File: src/rtl/alu_pkg.sv
// alu_pkg: operation codes shared with ALU_Control_unit, the execution FSM
// state type and the default datapath width for alu_exec_unit.
package alu_pkg;

    localparam int WIDTH_DEF = 32;

    localparam logic [3:0] OP_AND = 4'b0000;
    localparam logic [3:0] OP_OR  = 4'b0001;
    localparam logic [3:0] OP_ADD = 4'b0010;
    localparam logic [3:0] OP_SLL = 4'b0011;
    localparam logic [3:0] OP_SRL = 4'b0100;
    localparam logic [3:0] OP_SRA = 4'b0101;
    localparam logic [3:0] OP_SUB = 4'b0110;
    localparam logic [3:0] OP_SLT = 4'b0111;

    typedef enum logic [1:0] {
        IDLE = 2'd0,
        EXEC = 2'd1,
        DONE = 2'd2
    } state_e;

endpackage

File: src/rtl/alu_serial_shifter.sv
// alu_serial_shifter: bit-serial shifter for SLL/SRL/SRA, one bit position per
// cycle. Loaded on start_i; done_o strobes in the cycle whose clock edge
// performs the final shift, and result_o carries that final value.
// Only built when ALU_EXEC_SHIFT_EN is defined.
`ifdef ALU_EXEC_SHIFT_EN
module alu_serial_shifter
    import alu_pkg::*;
#(
    parameter int WIDTH = WIDTH_DEF
) (
    input  logic             clk,
    input  logic             rst_n,
    input  logic             start_i,
    input  logic [3:0]       op_i,
    input  logic [WIDTH-1:0] data_i,
    input  logic [4:0]       shamt_i,
    output logic [WIDTH-1:0] result_o,
    output logic             done_o
);

    logic [4:0]       count_q, count_d;
    logic [WIDTH-1:0] shreg_q, shreg_d;
    logic [3:0]       op_q, op_d;
    logic [WIDTH-1:0] step;

    // One-bit shift of the current value in the captured direction
    always_comb begin
        step = shreg_q;
        case (op_q)
            OP_SLL:  step = {shreg_q[WIDTH-2:0], 1'b0};
            OP_SRL:  step = {1'b0, shreg_q[WIDTH-1:1]};
            default: step = {shreg_q[WIDTH-1], shreg_q[WIDTH-1:1]};
        endcase
    end

    // Load on start, otherwise shift and count down while work remains
    always_comb begin
        count_d = count_q;
        shreg_d = shreg_q;
        op_d    = op_q;
        if (start_i) begin
            count_d = shamt_i;
            shreg_d = data_i;
            op_d    = op_i;
        end else if (count_q != 5'd0) begin
            count_d = count_q - 5'd1;
            shreg_d = step;
        end
    end

    // Shifter state registers; reset discards any shift in flight
    always_ff @(posedge clk or negedge rst_n) begin
        if (!rst_n) begin
            count_q <= 5'd0;
            shreg_q <= '0;
            op_q    <= OP_SLL;
        end else begin
            count_q <= count_d;
            shreg_q <= shreg_d;
            op_q    <= op_d;
        end
    end

    assign result_o = step;
    assign done_o   = (count_q == 5'd1);

endmodule
`endif

File: src/rtl/alu_exec_unit.sv
// alu_exec_unit: valid/ready wrapped ALU. Single-cycle ops (AND/OR/ADD/SUB/SLT)
// and unsupported codes complete with latency 1; the result is held in DONE
// until the consumer takes it. With ALU_EXEC_SHIFT_EN defined, SLL/SRL/SRA are
// executed bit-serially in EXEC by alu_serial_shifter; without it those codes
// are reported as illegal and EXEC is never entered.
module alu_exec_unit
    import alu_pkg::*;
#(
    parameter int WIDTH = WIDTH_DEF
) (
    input  logic             clk,
    input  logic             rst_n,
    input  logic             in_valid,
    output logic             in_ready,
    input  logic [3:0]       alu_ctrl,
    input  logic [WIDTH-1:0] op_a,
    input  logic [WIDTH-1:0] op_b,
    output logic             out_valid,
    input  logic             out_ready,
    output logic [WIDTH-1:0] result,
    output logic             zero,
    output logic             illegal
);

    state_e                  state_q, state_d;
    logic [WIDTH-1:0]        result_q, result_d;
    logic                    zero_q, zero_d;
    logic                    illegal_q, illegal_d;

    logic                    accept;
    logic [WIDTH-1:0]        alu_res;
    logic                    alu_ill;
    logic                    is_shift;
    logic [4:0]              shamt;
    logic signed [WIDTH-1:0] a_s, b_s;
    logic [WIDTH-1:0]        sh_res;
    logic                    sh_done;

    // Held low during reset so nothing is accepted while rst_n is asserted
    assign in_ready  = rst_n && ((state_q == IDLE) || ((state_q == DONE) && out_ready));
    assign accept    = in_valid && in_ready;
    assign out_valid = (state_q == DONE);
    assign result    = result_q;
    assign zero      = zero_q;
    assign illegal   = illegal_q;

    assign shamt = op_b[4:0];
    assign a_s   = op_a;
    assign b_s   = op_b;

    // Single-cycle operation decode; shifts pass op_a through for shamt 0
    always_comb begin
        alu_res  = '0;
        alu_ill  = 1'b0;
        is_shift = 1'b0;
        case (alu_ctrl)
            OP_AND: alu_res = op_a & op_b;
            OP_OR:  alu_res = op_a | op_b;
            OP_ADD: alu_res = op_a + op_b;
            OP_SUB: alu_res = op_a - op_b;
            OP_SLT: alu_res = {{(WIDTH-1){1'b0}}, (a_s < b_s)};
`ifdef ALU_EXEC_SHIFT_EN
            OP_SLL, OP_SRL, OP_SRA: begin
                is_shift = 1'b1;
                alu_res  = op_a;
            end
`endif
            default: alu_ill = 1'b1;
        endcase
    end

`ifdef ALU_EXEC_SHIFT_EN
    logic sh_start;

    assign sh_start = accept && is_shift && (shamt != 5'd0);

    alu_serial_shifter #(
        .WIDTH (WIDTH)
    ) u_shifter (
        .clk      (clk),
        .rst_n    (rst_n),
        .start_i  (sh_start),
        .op_i     (alu_ctrl),
        .data_i   (op_a),
        .shamt_i  (shamt),
        .result_o (sh_res),
        .done_o   (sh_done)
    );
`else
    assign sh_res  = '0;
    assign sh_done = 1'b0;
`endif

    // Next state and output capture; an acceptance overrides a DONE retire
    always_comb begin
        state_d   = state_q;
        result_d  = result_q;
        zero_d    = zero_q;
        illegal_d = illegal_q;
        case (state_q)
            EXEC: begin
                if (sh_done) begin
                    state_d   = DONE;
                    result_d  = sh_res;
                    zero_d    = (sh_res == '0);
                    illegal_d = 1'b0;
                end
            end
            DONE: begin
                if (out_ready) begin
                    state_d = IDLE;
                end
            end
            default: ;
        endcase
        if (accept) begin
            if (is_shift && (shamt != 5'd0)) begin
                state_d = EXEC;
            end else begin
                state_d   = DONE;
                result_d  = alu_res;
                zero_d    = (alu_res == '0);
                illegal_d = alu_ill;
            end
        end
    end

    // State and result registers; reset clears everything immediately
    always_ff @(posedge clk or negedge rst_n) begin
        if (!rst_n) begin
            state_q   <= IDLE;
            result_q  <= '0;
            zero_q    <= 1'b0;
            illegal_q <= 1'b0;
        end else begin
            state_q   <= state_d;
            result_q  <= result_d;
            zero_q    <= zero_d;
            illegal_q <= illegal_d;
        end
    end

endmodule

File: config.mk
export PLATFORM = sky130hd
export DESIGN_NAME = alu_exec_unit
export DESIGN_NICKNAME = d
export VERILOG_FILES = /design/src/rtl/alu_pkg.sv /design/src/rtl/alu_serial_shifter.sv /design/src/rtl/alu_exec_unit.sv
export SDC_FILE = /design/constraint.sdc
export NUM_CORES = 1
export LEC_CHECK = 0
export ABC_AREA = 1
export CELL_PAD_IN_SITES_DETAIL_PLACEMENT = 1
export CELL_PAD_IN_SITES_GLOBAL_PLACEMENT = 2
export CORE_ASPECT_RATIO = 2
export CORE_MARGIN = 1
export CORE_UTILIZATION = 25
export DETAILED_ROUTE_END_ITERATION = 8
export PLACE_DENSITY = 0.72
export REMOVE_ABC_BUFFERS = 1
export SYNTH_ARGS = -nofsm -noshare
export SYNTH_HDL_FRONTEND = slang
export SYNTH_SLANG_ARGS = --single-unit
export TNS_END_PERCENT = 5
File: constraint.sdc
create_clock -name clk -period 1.7 [get_ports clk]
set_input_delay 0.34 -clock clk [delete_from_list [all_inputs] [get_ports clk]]
set_output_delay 0.34 -clock clk [all_outputs]
set_load 0.02 [all_outputs]
==> reports/metrics.csv, run 1 <==
metric;value;unit
clock transition at the registers of the reported paths;0.05;ns
std cell rows;91;
Async S/R FF share, synth;100.0;%
synthesized flop and latch total;35;
CP Data Arrival Time;2.48;ns
most frequent cell on the critical path;nand2_1;
Fin Hold WS;0.4824;ns
most common flop cell mapped by yosys;dfrtp_1;
Final Critical Period;2.270;ns
CTS Hold Bufs;0;
die area;32280;sq um
number of diodes;0;
CP cell instances;buf_8, buf_6, ha_4, inv_4, fa_2, nand2_2, nand2_2, nand3_4, nand2_8, nand2_4, nand2_4, nand2_1, nand3_1, nand3b_1, nor2_1, nand2_1, nor2_1, nand2_1, nor2_1, nand2_1, nand2_1;
Max Freq;440.6;MHz
mean post-synth cell area;5.438;sq um
setup tns final;-12.17;ns
final setup vio count;33;
vias in the first global route;12310;
Skew-Pair Late Insertion Delay;0.27;ns
Die W;127.5;microns
crit path launch;op_b[0];
Slew Viols, Final;0;
violated checks;negative setup slack;
Worst Path Required;1.91;ns
# clock sinks;35;
Worst path depth;21;
CTS tree;built;
Area after DPL;11710;sq um
core area;30970;sq um
Cells after Synth;1449;
r2r worst-path depth;12;
crit end category;flop;
RSZ-0062 raised after global routing;yes;
fin crit share;133.5;%
Initial Utilization;25.44;%
Final Skew;0.002130;ns
initial antenna violation count;0;
critical path's slowest cell;fa_2;
Worst path max stage delay;0.24;ns
Util after Layout;46.79;%
Pwr Density;459.1;nW/um^2
drt total wl;43.45;mm
Hold Path Class;reg2reg;
leakage;7.750;nW
area delta synth->final;83.88;%
Final Instance Area;14490;sq um
r2r setup slk;0.12;ns
worst reg2reg endpoint;zero;
first-pass GRT wire length;65.81;mm
H-Tree Depth;2;
Nets;2085;
Relative slew margins;69.49;%
PnR worst setup slack;-0.5695;ns
Avg WL per Cell;18.63;microns
status;finished, violations left;
number of flops mapped to enable cells by yosys;0;
Fin. Hold Viols;0;
vias per cell;4.716;
post-detail-place hpwl;36.36;mm
register area share after synthesis;11.11;%
first drt pass iteration count;4;
chip height;253.1;microns
clk buf depth;2;
CP top delay family;simple AND/OR/NAND/NOR gates;
maximum vdd ir drop;390.9;uV
Root Buffer Master;clkbuf_16;
Tightest Pin Transition;0.4577;ns
total congestion overflow;0;
TritonCTS buffer count;5;
total number of vias;11000;
remaining routing DRC violations;0;
Initial DRC Count;310;
r2r startpoint;state_q[1];
Mapped Area;7880;sq um
Antenna Violating Nets Remaining;0;
CP Launch Type;primary input;
GRT Util Overall;27.34;%
synth unique cells;38;
Worst Setup Path Type;in2reg;
Ports;108;
crit-path max FO;4;
CP endpoint;zero;
gp weighted congestion;0.9603;
layout cell share with drive strength beyond 1;49.63;%
Max-Cap Viols;0;
worst path buffer plus inverter count;3;
Ys Warns;0;
largest net degree at the start of global routing;45;
PortBufs;107;
==> routing by layer <==
metal / GRT usage (%) / wire length (microns) / vias up
met2: 55.21 / 24340 / 239
met3: 1.796 / 808 / 144
met4: 25.41 / 4935 / 0
li1: - / - / 5358
met1: 22.85 / 13370 / 5256
met5: 0 / 0 / -
==> area by class of cell <==
class | count | area [sq um]
clock buffers | 8 | 156.4
fillers | 4042 | 16480
inverters | 312 | 1200
multi-input cells | 1064 | 7566
flip-flops and latches | 35 | 875.8
well taps | 418 | 523.0
repair buffers | 495 | 4169
==> registers in the layout, indices dropped and copies added, names as in the netlist <==
signal,flops
result,32
illegal,1
state_q,1
zero,1
==> synthesized netlist by cell type (4+ instances only) <==
master | n | share of area, %
nor2_1 | 108 | 5.1
and2_1 | 7 | 0.56
o22ai_1 | 26 | 2.1
dfrtp_1 | 35 | 11
nor3_1 | 7 | 0.44
a21oi_2 | 4 | 0.44
ha_1 | 98 | 16
buf_4 | 8 | 0.76
o21bai_1 | 9 | 0.86
o21ai_0 | 28 | 1.8
nand3b_1 | 14 | 1.3
nand2_2 | 16 | 1.3
clkbuf_1 | 7 | 0.33
buf_2 | 14 | 0.89
nand2_1 | 507 | 24
a21oi_1 | 47 | 3.0
inv_1 | 303 | 14
nor3_2 | 6 | 0.76
nand4_1 | 19 | 1.5
nand3_2 | 8 | 1.0
buf_6 | 6 | 0.86
nand3_1 | 137 | 8.7
nor2_2 | 7 | 0.56
inv_2 | 8 | 0.38
==> worst min-delay path by stage <==
stage	cells after the start	slack [ns]	from	endpoint
after floorplan	0	0.04	rst_n	illegal
after global placement	2	0.46	result[10]	result[10]
after detailed placement	2	0.47	result[13]	result[13]
after CTS	2	0.49	result[10]	result[10]
after global routing	2	0.51	result[20]	result[20]
final	2	0.48	result[31]	result[31]
==> through the flow <==
step | std cells | power [mW] | worst slack (ns)
5_1_grt | 2332 | 7.077 | -0.6971
3_3_place_gp | 2255 | 4.559 | -1.543
6_report | 2332 | 6.653 | -0.5695
4_1_cts | 2324 | 6.509 | -0.5167
2_1_floorplan | 1411 | 2.626 | -0.8325
3_5_place_dp | 2255 | 4.630 | -1.567
==> cells in the final DEF, fill, tap and decap left out, types with 40 or more instances in the layout <==
master             n
buf_6             46
nor2_4            43
nand2_1          369
nor2_1            44
clkdlybuf4s50_1   40
ha_1              52
nand3_1          104
inv_2            108
nand2_2          124
buf_4            333
inv_1            194
==> logic make-up (layout without fill, tap and decap cells) <==
group                      Yosys count  count (layout)  synth area share [%]
AOI/OAI and AO/OA                  121             121                 8.765
and+or+nand+nor                    843             843                 46.19
buffers and inverters              350             815                 17.86
adders and majority gates          100             100                 16.07
DFF                                 35              35                 11.11
==> worst register-to-register path, cell delays in order (launching register included) <==
cell	delay, ns
dfrtp_1	0.38
inv_1	0.07
o21a_1	0.12
nand2_1	0.09
inv_2	0.08
nand3_1	0.10
nor2_2	0.14
nand3_2	0.10
nor2_2	0.13
nand4_1	0.10
nor2_1	0.10
nand2_1	0.06
nand2_1	0.05
==> power breakdown <==
part	switching (mW)	internal, mW	leakage (nW)
clock network	0.322	0.623	0.0772
logic	2.63	2.09	7.20
registers	0.0593	0.930	0.471
==> what timing repair did <==
| item | CTS | global route |
|---|---|---|
| gates resized for setup | 774 | 88 |
| setup buffers | 64 | 8 |
| hold endpoints to repair | 0 | 0 |
| pin swaps | 198 | 69 |
| setup endpoints to repair | 34 | 33 |
Power figures use the tool's default switching activity.
==> inputs of run 2 (changes only) <==
clock period = 2.17 ns   (was 1.7 ns; I/O delays follow)
==> run 2 against run 1 <==
  * The run still ends with negative setup slack left
  * Largest cell class unchanged
  * Wire length increased by 2.2%
  * Power decreased by 19%
  * Sequential share of layout area decreased by 0.092 points
  * Cell area increased by 1.5%
  * Highest routed layer unchanged
  * Largest power group unchanged
  * First-iteration DRC count increased by 1.9%
  * Critical path depth decreased by 2
==> reports/metrics.csv, run 2 (same netlist as run 1, synthesis figures left out) <==
metric;value;unit;change
status;finished, violations left;;unchanged
violated checks;negative setup slack;;unchanged
fillers;4020;;was 4042
maximum vdd ir drop;285.5;uV;was 390.9 uV
die area;32280;sq um;unchanged
Final Critical Period;2.438;ns;
H-Tree Depth;2;;unchanged
Hold Path Class;reg2reg;;unchanged
Avg WL per Cell;18.82;microns;was 18.63 microns
CP cell instances;buf_8, inv_4, buf_6, buf_4, fa_2, nand2_2, nand2_2, nand4_1, nand2_2, buf_4, nor2_1, nor2_1, nor2_2, nand3_2, nor2_2, nand4_1, nor2_1, nand2_1, nand2_1;;was buf_8, buf_6, ha_4, inv_4, fa_2, nand2_2, nand2_2, nand3_4, nand2_8, nand2_4, nand2_4, nand2_1, nand3_1, nand3b_1, nor2_1, nand2_1, nor2_1, nand2_1, nor2_1, nand2_1, nand2_1
r2r setup slk;0.63;ns;was 0.12 ns
layout cell share with drive strength beyond 1;50.10;%;was 49.63%
number of diodes;0;;unchanged
leakage;7.884;nW;was 7.750 nW
max reg flops;32;;unchanged
PnR worst setup slack;-0.2683;ns;was -0.5695 ns
Initial DRC Count;316;;was 310
largest net degree at the start of global routing;45;;unchanged
CP Data Arrival Time;2.65;ns;was 2.48 ns
Fin Hold WS;0.4814;ns;was 0.4824 ns
Slew Viols, Final;0;;unchanged
Skew-Pair Late Insertion Delay;0.27;ns;about the same
clock transition at the registers of the reported paths;0.06;ns;was 0.05 ns
post-detail-place hpwl;36.55;mm;was 36.36 mm
crit-path max FO;3;;was 4
final setup vio count;22;;was 33
total congestion overflow;0;;unchanged
first-pass GRT wire length;66.68;mm;was 65.81 mm
Max Freq;410.1;MHz;
r2r worst-path depth;12;;unchanged
Root Buffer Master;clkbuf_16;;unchanged
CP Launch Type;primary input;;unchanged
Worst Hold Launch;result[28];;was result[31]
CTS tree;built;;unchanged
Fin. Hold Viols;0;;unchanged
vias in the first global route;12580;;was 12310
Pwr Density;367.6;nW/um^2;was 459.1 nW/um^2
multi-input logic area;7594;sq um;was 7566 sq um
Worst Hold Depth;2;;unchanged
Util after Layout;47.51;%;was 46.79%
std cell rows;91;;unchanged
Die W;127.5;microns;unchanged
CTS Hold Bufs;0;;unchanged
remaining routing DRC violations;0;;unchanged
Ports;108;;unchanged
worst reg2reg endpoint;zero;;unchanged
chip height;253.1;microns;unchanged
fin crit share;112.4;%;
crit end category;flop;;unchanged
Worst Path Required;2.38;ns;was 1.91 ns
Final Instance Area;14710;sq um;was 14490 sq um
critical path's slowest cell;fa_2;;unchanged
Initial Utilization;25.44;%;unchanged
most common cell after layout, fill and taps aside;buf_4;;was nand2_1
Worst path max stage delay;0.41;ns;was 0.24 ns
Worst Setup Path Type;in2reg;;unchanged
PortBufs;107;;unchanged
Antenna Violating Nets Remaining;0;;unchanged
Max-Cap Viols;0;;unchanged
total power draw;5.408;mW;was 6.653 mW
Tightest Pin Transition;0.4638;ns;was 0.4577 ns
GRT Util Overall;27.63;%;was 27.34%
RSZ-0062 raised after global routing;yes;;unchanged
Area after DPL;11860;sq um;was 11710 sq um
TritonCTS buffer count;5;;unchanged
r2r startpoint;state_q[1];;unchanged
hold endpoint;result[28];;was result[31]
first drt pass iteration count;4;;unchanged
Reg area;875.8;sq um;unchanged
area delta synth->final;86.73;%;was 83.88%
clk buf depth;2;;unchanged
commonest non-fill, non-tap cells in the layout;buf_4 (375), nand2_1 (373), inv_1 (190);;was nand2_1 (369), buf_4 (333), inv_1 (194)
# clock sinks;35;;unchanged
drt total wl;44.42;mm;was 43.45 mm
initial antenna violation count;0;;unchanged
total number of vias;11160;;was 11000
gp weighted congestion;0.9562;;was 0.9603
core area;30970;sq um;unchanged
Final Skew;0.001923;ns;was 0.002130 ns
vias per cell;4.729;;was 4.716
pre-CTS WS;-1.269;ns;was -1.567 ns
Nets;2113;;was 2085
Relative slew margins;69.08;%;was 69.49%
[run 2: cell count changes in the layout (fill, tap and decap cells not counted), sizes merged]
| cell | delta |
|---|---|
| inv | +1 |
| clkdlybuf4s50 | +3 |
| clkdlybuf4s15 | -11 |
| bufinv | +1 |
| clkinv | +1 |
| clkinvlp | -1 |
| clkbuf | -5 |
| dlymetal6s2s | -2 |
| buf | +41 |
[run 2: power breakdown]
group          total [mW]  internal (mW)  switching [mW]
sequential          0.775          0.728          0.0471
clock               0.839          0.571           0.269
combinational        3.79           1.69            2.10
[run 2: repair_timing]
| action | 4_1_cts | 5_1_grt |
|---|---|---|
| setup endpoints to repair | 32 | 28 |
| resized for setup | 777 | 98 |
| pin swaps | 196 | 76 |
| setup buffers | 68 | 17 |
| hold endpoints to repair | 0 | 0 |
[run 2: metal layers]
| metal | vias up | wire, microns | GRT usage (%) |
|---|---|---|---|
| met5 | - | 0 | 0 |
| met4 | 0 | 4897 | 25.68 |
| met3 | 154 | 610 | 1.458 |
| met2 | 233 | 25000 | 56.03 |
| met1 | 5362 | 13920 | 23.11 |
| li1 | 5411 | - | - |
[run 2: how the worst max path moves through the flow]
| stage | startpoint | end | slack (ns) | depth (start not counted) |
|---|---|---|---|---|
| final | op_b[1] | zero | -0.27 | 19 |
| after global routing | op_b[0] | zero | -0.38 | 19 |
| after CTS | op_b[0] | zero | -0.16 | 20 |
| after detailed placement | op_b[5] | zero | -1.27 | 17 |
| after global placement | op_b[4] | zero | -1.24 | 17 |
| after floorplan | state_q[1] | zero | -0.36 | 12 |
[run 2: metrics by stage]
step           instances  TNS, ns
6_report            2360   -2.201
5_1_grt             2360   -4.746
4_1_cts             2343   -1.095
3_5_place_dp        2268   -28.34
3_3_place_gp        2268   -26.89
2_1_floorplan       1411  -0.4643
[run 2: layout make-up]
class / instances / area share, %
Multi-Input combinational cell: 1064 / 51.61
Timing Repair Buffer: 523 / 29.47
Inverter: 312 / 8.231
Sequential cell: 35 / 5.952
Tap cell: 418 / 3.554
Clock buffer: 6 / 0.9439
Clock inverter: 2 / 0.2381
[run 2: worst max-delay path: cells and delay by family]
kind | cells | cell delay, ns
adders and majority gates | 1 | 0.41
and+or+nand+nor | 13 | 1.31
buffers and inverters | 5 | 0.52
==> inputs of run 3 (changes only) <==
SKIP_CTS_REPAIR_TIMING = 1   (was unset)
==> run 3 against run 2 <==
  * The run still ends with negative setup slack left
  * Die area stayed put
  * Sequential share of layout area is 0.30 points higher
  * Clock-buffer cell count stayed put
  * Sequential cell count stayed put
  * Power is 5.4% lower
  * Via count is 2.7% lower
  * First-iteration DRC count is 0.32% higher
  * Largest cell class unchanged
  * Highest routed layer unchanged
==> reports/metrics.csv, run 3 (same netlist as run 1, synthesis figures left out) <==
metric;value;unit;change
Initial DRC Count;317;;was 316
chip height;253.1;microns;unchanged
Worst Path Required;2.38;ns;about the same
GRT Util Overall;25.59;%;was 27.63%
CTS tree;built;;unchanged
multi-input logic area;7189;sq um;was 7594 sq um
core area;30970;sq um;unchanged
Worst Hold Depth;2;;unchanged
remaining routing DRC violations;0;;unchanged
Relative slew margins;68.23;%;was 69.08%
vias per cell;4.692;;was 4.729
violated checks;negative setup slack;;unchanged
post-detail-place hpwl;36.55;mm;unchanged
r2r startpoint;state_q[1];;unchanged
commonest non-fill, non-tap cells in the layout;nand2_1 (404), buf_4 (337), inv_1 (225);;was buf_4 (375), nand2_1 (373), inv_1 (190)
H-Tree Depth;2;;unchanged
worst reg2reg endpoint;zero;;unchanged
largest net degree at the start of global routing;45;;unchanged
layout cell share with drive strength beyond 1;42.83;%;was 50.10%
hold endpoint;result[28];;unchanged
area delta synth->final;77.72;%;was 86.73%
fin crit share;112.9;%;was 112.4%
Die W;127.5;microns;unchanged
Final Skew;0.004444;ns;was 0.001923 ns
Hold Path Class;reg2reg;;unchanged
CP Launch Type;primary input;;unchanged
Slew Viols, Final;0;;unchanged
Util after Layout;45.22;%;was 47.51%
Fin. Hold Viols;0;;unchanged
Antenna Violating Nets Remaining;0;;unchanged
Worst Hold Launch;result[28];;unchanged
first drt pass iteration count;4;;unchanged
die area;32280;sq um;unchanged
most common cell after layout, fill and taps aside;nand2_1;;was buf_4
maximum vdd ir drop;298.4;uV;was 285.5 uV
Clock power frac;16.5;%;was 15.5%
r2r setup slk;0.65;ns;was 0.63 ns
Tightest Pin Transition;0.4715;ns;was 0.4638 ns
RSZ-0062 raised after global routing;yes;;unchanged
PortBufs;107;;unchanged
Worst Setup Path Type;in2reg;;unchanged
clk buf depth;2;;unchanged
Gate power share;68.4;%;was 70.1%
first-pass GRT wire length;61.29;mm;was 66.68 mm
TritonCTS buffer count;5;;unchanged
clock transition at the registers of the reported paths;0.06;ns;about the same
number of diodes;0;;unchanged
fillers;4074;;was 4020
crit-path max FO;6;;was 3
# clock sinks;35;;unchanged
Final Critical Period;2.451;ns;was 2.438 ns
Root Buffer Master;clkbuf_16;;unchanged
Ports;108;;unchanged
CP Data Arrival Time;2.66;ns;was 2.65 ns
crit path launch;op_b[2];;was op_b[1]
Psw;2.275;mW;was 2.418 mW
Avg WL per Cell;18.42;microns;was 18.82 microns
status;finished, violations left;;unchanged
Final Instance Count excl. Fillers;2314;;was 2360
Fin Hold WS;0.4827;ns;was 0.4814 ns
r2r worst-path depth;12;;unchanged
vias in the first global route;11560;;was 12580
max reg flops;32;;unchanged
Skew-Pair Late Insertion Delay;0.28;ns;was 0.27 ns
Initial Utilization;25.44;%;unchanged
Reg area;875.8;sq um;unchanged
Flop pwr share;15.2;%;was 14.3%
Nets;2067;;was 2113
total number of vias;10860;;was 11160
gp weighted congestion;0.9562;;unchanged
setup tns final;-1.748;ns;was -2.201 ns
Pwr Density;365.3;nW/um^2;was 367.6 nW/um^2
crit end category;flop;;unchanged
Int Pwr;2.840;mW;was 2.991 mW
total congestion overflow;0;;unchanged
std cell rows;91;;unchanged
Net Sw Frac;44.47;%;was 44.70%
leakage;7.900;nW;was 7.884 nW
initial antenna violation count;0;;unchanged
final setup vio count;20;;was 22
Max-Cap Viols;0;;unchanged
Max Freq;408.1;MHz;was 410.1 MHz
drt total wl;42.63;mm;was 44.42 mm
Placed Cells;2268;;unchanged
PnR worst setup slack;-0.2807;ns;was -0.2683 ns
==> run 3: layout make-up <==
type | count | area share, %
timing repair buffer | 477 | 29.02
sequential | 35 | 6.254
multi-input combinational | 1064 | 51.34
clock inverter | 2 | 0.2502
tap | 418 | 3.734
clock buffer | 6 | 0.9917
inverter | 312 | 8.416
==> run 3: metal layers <==
metal / global-route usage [%] / share of wire [%] / up-vias / wire (microns)
met1: 21.57 / 32 / 5196 / 13580
met3: 1.416 / 1.3 / 130 / 548
met4: 20.92 / 10 / 0 / 4256
li1: - / - / 5325 / -
met5: 0 / 0 / - / 0
met2: 52.97 / 57 / 206 / 24240
==> run 3: power groups by stage <==
stage / clock network (mW) / logic [mW] / registers (mW)
after floorplan: 0 / 1.19 / 0.871
after global placement: 0 / 2.84 / 0.786
after detailed placement: 0 / 2.89 / 0.787
after CTS: 0.857 / 2.91 / 0.777
after global routing: 0.889 / 3.77 / 0.783
final: 0.842 / 3.50 / 0.775
==> run 3: worst max path at each step <==
stage | endpoint | slack (ns) | depth (start not counted)
final | zero | -0.28 | 19
after global routing | zero | -0.40 | 21
after CTS | zero | -1.01 | 17
after detailed placement | zero | -1.27 | 17
after global placement | zero | -1.24 | 17
after floorplan | zero | -0.36 | 12
==> run 3: worst max-delay path, stage by stage <==
cell and delay, ns:
clkbuf_2 0.10, inv_2 0.05, ha_4 0.28, a21oi_4 0.22, nand2_4 0.10, buf_6 0.14
nand2_2 0.06, nand2_2 0.07, nand2_2 0.10, nand2_4 0.08, nand2_4 0.09, nand3_1 0.07
nand3_1 0.08, nand3b_1 0.25, nor2_1 0.18, nand3_1 0.09, nor2_1 0.13, nand2_1 0.07
nand2_1 0.07
==> run 3: per-stage QoR <==
| stage | power [mW] | area (sq um) | setup WS (ns) |
|---|---|---|---|
| 2_1_floorplan | 2.057 | 7644 | -0.3625 |
| 3_5_place_dp | 3.678 | 11860 | -1.269 |
| 5_1_grt | 5.445 | 14000 | -0.3995 |
| 6_report | 5.115 | 14000 | -0.2807 |
| 3_3_place_gp | 3.624 | 11860 | -1.235 |
| 4_1_cts | 4.541 | 12030 | -1.005 |
==> RTL change 1: new RTL, settings of run 2 <==
The option `ALU_EXEC_SHIFT_EN` is turned on by a define.
--- a/src/rtl/alu_serial_shifter.sv
+++ b/src/rtl/alu_serial_shifter.sv
@@ -2,6 +2,8 @@
 // cycle. Loaded on start_i; done_o strobes in the cycle whose clock edge
 // performs the final shift, and result_o carries that final value.
 // Only built when ALU_EXEC_SHIFT_EN is defined.
+`define ALU_EXEC_SHIFT_EN
+
 `ifdef ALU_EXEC_SHIFT_EN
 module alu_serial_shifter
     import alu_pkg::*;
Check against the original RTL: not equivalent (a bounded check fails within 4 cycles, from zero or initial values and one cycle with rst_n low).
==> RTL change 1 against run 2 <==
The flow still finishes with violations (negative setup slack); sequential cell count rose by 42; hold slack got worse by 0.38 ns; power rose by 130%; setup slack got worse by 0.029 ns; design area rose by 42%; wire length rose by 62%; synthesized area rose by 36%; non-clock buffer count rose by 255.
==> RTL change 1: results (changes against run 2) <==
* Worst vdd ir at 0.000735 V (+160%)
* Initial drt markers at 601 (+90%)
* Setup violations, final at 18 (-18%)
* Crit path from: u_shifter.op_q[0]
* CTS Buf Count at 9 (+4)
* Skew-Pair Late Insertion Delay at 0.36 ns (+0.09 ns)
* Internal power at 6630 µW (+120%)
* Placer congestion estimate at 1.03 (+7.6%)
* Top post-synthesis cells by area: nand2_1 18%, dfrtp_1 18%, ha_1 13%, inv_1 12%, nand3_1 8.2%
* DP Area at 16,500 µm² (+39%)
* H-tree Lvls at 3 (+1)
* Logic gate share of total power at 66.4% (-3.7 points)
* Setup ws final at -0.298 ns (-0.0294 ns)
* Synth cell types at 41 (+7.9%)
* Largest net degree at the start of global routing at 52 (+16%)
* Worst setup endpoint: zero
* Hold slack at 0.0972 ns (-0.384 ns)
* Initial DRT Pass Iterations at 5 (+1)
* Placed cells at 3,013 (+33%)
* Worst Hold Class: in -> async
* Wire per inst at 22.9 µm (+22%)
* Hpwl dp at 58.9 mm (+61%)
* Layout cells sized above 1 at 56.0% (+5.9 points)
* Failing checks: negative setup slack
* Wirelength, routed at 72.2 mm (+62%)
* Postcts setup bufs at 78 (+15%)
* # nets final at 2,781 (+32%)
* Core Util, Final at 49.3% (+1.8 points)
* Avg Synthesized Cell Area at 5.73 µm² (+5.3%)
* Status: finished with violations
* Reg2Reg Setup Slack at -0.30 ns (-0.93 ns)
* Synth Area in Compound Gates at 15.5% (+6.7 points)
* Synth Area in XOR/XNOR at 0.245% (+0.25 points)
* Post-route setup TNS at -2.24 ns (-0.0438 ns)
* Drt via density at 5.03 (+6.4%)
* Power Clock at 1500 µW (+79%)
* Post-CTS sizing at 880 (+13%)
* Sw power at 5710 µW (+140%)
* Post-synthesis adder-cell area fraction at 13.3% (-2.7 points)
* Relative slew slack at 50.5% (-19 points)
* Slowest CP cell: dfstp_2
* Max FO, Critical Path at 5 (+2)
==> RTL change 1: cell types whose count changed after synthesis, moves of 19 or more <==
cell / change
nand3_1: +38
o21ai_0: +60
nor2_1: +100
buf_2: +24
o221ai_1: +24
inv_1: +48
a21oi_1: +59
dfrtp_1: +40
o22ai_1: +19
==> RTL change 1: area by class of cell <==
type	count	area, µm²
Tap cell	545	682
Clock inverter	6	46.3
Multi-Input combinational cell	1376	10200
Fill cell	5332	21500
Inverter	354	1370
Sequential cell	77	1930
Clock buffer	10	239
Timing Repair Buffer	778	6460
==> RTL change 1: per-layer routing <==
| layer | wire length [µm] | share of wire, % | global-route usage (%) |
|---|---|---|---|
| met1 | 22700 | 31 | 28.2 |
| met2 | 39300 | 54 | 64.0 |
| met3 | 1850 | 2.6 | 2.99 |
| met4 | 8340 | 12 | 31.7 |
| met5 | 0 | 0 | 0 |
==> RTL change 2: new RTL, config.mk and constraints of run 2 <==
Without the edit above. Remove the case item `OP_ADD` of the case on `alu_ctrl`.
--- a/src/rtl/alu_exec_unit.sv
+++ b/src/rtl/alu_exec_unit.sv
@@ -56,7 +56,6 @@
         case (alu_ctrl)
             OP_AND: alu_res = op_a & op_b;
             OP_OR:  alu_res = op_a | op_b;
-            OP_ADD: alu_res = op_a + op_b;
             OP_SUB: alu_res = op_a - op_b;
             OP_SLT: alu_res = {{(WIDTH-1){1'b0}}, (a_s < b_s)};
 `ifdef ALU_EXEC_SHIFT_EN
Behaviour: not the same (a bounded check fails within 4 cycles, from zero or initial values and one cycle with rst_n low).
==> RTL change 2 against run 2 <==
The run still ends with negative setup slack left; core utilization increased by 0.42 points; register-to-register slack worse by 0.11 ns; sequential cell count unchanged; global-route usage shrank 3.8 points; highest routed layer unchanged; clock power fell by 13%; sequential power fell by 2.7%; critical path depth is the same; design area decreased by 28%; synthesized area shrank 28%; hold slack got worse by 0.0029 ns; wire length is 39% lower; setup slack improved by 0.23 ns; power shrank 29%.
==> RTL change 2: results (changes against run 2) <==
* Lkg Pwr at 0.00561 µW (-29%)
* Sequential fraction of the synthesis area at 15.4% (+4.3 points)
* Skew-Pair Late Insertion Delay at 0.29 ns (+0.02 ns)
* Worst r2r path cells at 14 (+2)
* PortBufs at 107 (unchanged)
* Longest Clk Path Bufs at 2 (unchanged)
* Vias in the first global route at 8,422 (-33%)
* Max FO, Critical Path at 3 (unchanged)
* Status: finished with violations
* Synth Instances at 984 (-32%)
* Worst vdd ir at 0.000361 V (+26%)
* Synth top cells by count: 350 x nand2_1, 217 x inv_1, 96 x ha_1, 75 x nor2_1, 67 x nand3_1
* Slowest CP cell: ha_4
* Slew at the pin closest to its max-slew limit at 0.486 ns (+0.0225 ns)
* # diodes at 0 (unchanged)
* Arr. time, crit path at 2.39 ns (-0.26 ns)
* Clock transition at path regs at 0.06 ns (about the same)
* Worst-case clock skew at 0.00719 ns (+0.00527 ns)
* Global-route wire length before repair at 42.1 mm (-37%)
* Post-synth top flop: dfrtp_1
* Max reg flops at 32 (unchanged)
* Via count at 7,430 (-33%)
* Initial drt markers at 118 (-63%)
* CTS Root Cell: clkbuf_16
* DP Worst Slack at -1.06 ns (+0.206 ns)
* CTS Buf Count at 5 (unchanged)
* Top post-synthesis cells by area: nand2_1 23%, ha_1 21%, dfrtp_1 15%, inv_1 14%, nand3_1 5.9%
* Worst Hold Class: reg -> reg
* Async S/R FF share, synth at 100% (unchanged)
* Synth cell types at 32 (-16%)
* All-layer global routing usage at 23.8% (-3.8 points)
* Placer congestion estimate at 0.926 (-3.1%)
* Layout cells sized above 1 at 50.5% (+0.42 points)
* Max incr delay on CP at 0.29 ns (-0.12 ns)
* Setup violations, final at 4 (-82%)
* H-tree Lvls at 2 (unchanged)
* Routed Antenna Nets at 0 (unchanged)
* # nets final at 1,498 (-29%)
* Setup ws final at -0.0414 ns (+0.227 ns)
* Initial antenna violation count at 0 (unchanged)
* Internal power at 2230 µW (-25%)
* Placed cells at 1,567 (-31%)
* Initial DRT Pass Iterations at 4 (unchanged)
* Ys Warns at 0 (unchanged)
* Failing checks: negative setup slack
* Drt via density at 4.63 (-2.2%)
* Largest net degree at the start of global routing at 39 (-13%)
* Wirelength, routed at 27.2 mm (-39%)
* Hpwl dp at 22.5 mm (-38%)
* Hold path cells at 2 (unchanged)
-- RTL change 2: changes by cell type after synthesis, sizes merged, moves of 9 or more --
cell / delta
nand3: -75
o22ai: -26
a21oi: -28
nand2: -168
buf: -22
inv: -90
o21ai: +9
nand3b: -11
nor2: -36
-- RTL change 2: through the flow --
step	setup TNS [ns]	power [µW]	instance area [µm²]	utilization [%]
6_report	-0.0917	3850	10600	47.9
5_1_grt	-1.24	4090	10600	47.9
4_1_cts	-0.278	3730	10200	46.0
3_5_place_dp	-23.86	2580	8690	39.2
3_3_place_gp	-22.29	2560	8690	39.2
2_1_floorplan	-2.68	1540	5600	-
-- RTL change 2: layout make-up --
type	count	area [µm²]
Tap cell	276	345
Multi-Input combinational cell	712	5480
Fill cell	2855	11500
Clock buffer	5	125
Clock inverter	3	23.8
Timing Repair Buffer	354	2930
Sequential cell	35	876
Inverter	221	847
-- RTL change 2: layer usage --
metal / wire (µm) / global-route usage (%) / part of all wire, % / vias up
met1: 8320 / 19.6 / 31 / 3533
li1: - / - / - / 3648
met5: 0 / 0 / 0 / -
met3: 338 / 1.24 / 1.2 / 94
met2: 16500 / 50.5 / 61 / 155
met4: 2000 / 15.3 / 7.3 / 0
-- RTL change 2: final timing paths --
| kind | from | to | slack, ns |
|---|---|---|---|
| setup / recovery | op_b[9] | result[0] | -0.04 |
| hold / removal | result[11] | result[11] | 0.48 |
| setup reg to reg | state_q[1] | zero | 0.52 |
| hold reg to reg | result[11] | result[11] | 0.48 |
| max in group asynchronous | rst_n | result[15] | 1.20 |
| min in group asynchronous | rst_n | illegal | 0.61 |
-- RTL change 2: cells by family (layout without fill, tap and decap cells) --
family          after synthesis  count (layout)  share of synthesized area, %
simple gates                534             534                          39.0
buf+inv                     237             583                          16.0
fa+ha+maj                    97              97                          21.5
compound gates               80              80                          7.91
flops                        35              35                          15.4
xor+xnor                      1               1                         0.154
-- RTL change 2: power by group through the flow --
stage | sequential [µW] | combinational, µW | clock, µW
CTS | 754 | 2230 | 751
global placement | 764 | 1800 | 0
floorplan | 839 | 698 | 0
global route | 762 | 2550 | 777
finish | 754 | 2360 | 734
detailed placement | 766 | 1820 | 0
-- RTL change 2: repair_timing --
item	4_1_cts	5_1_grt
gates resized for setup	472	162
setup buffers	20	13
setup endpoints to repair	32	22
pin swaps	127	95
hold buffers	0	0
-- RTL change 2: worst max-delay path: cells and delay by family --
family,cells,cell delay [ns]
and+or+nand+nor,11,0.82
buffers and inverters,6,0.66
adders and majority gates,1,0.29
AOI/OAI and AO/OA,1,0.20
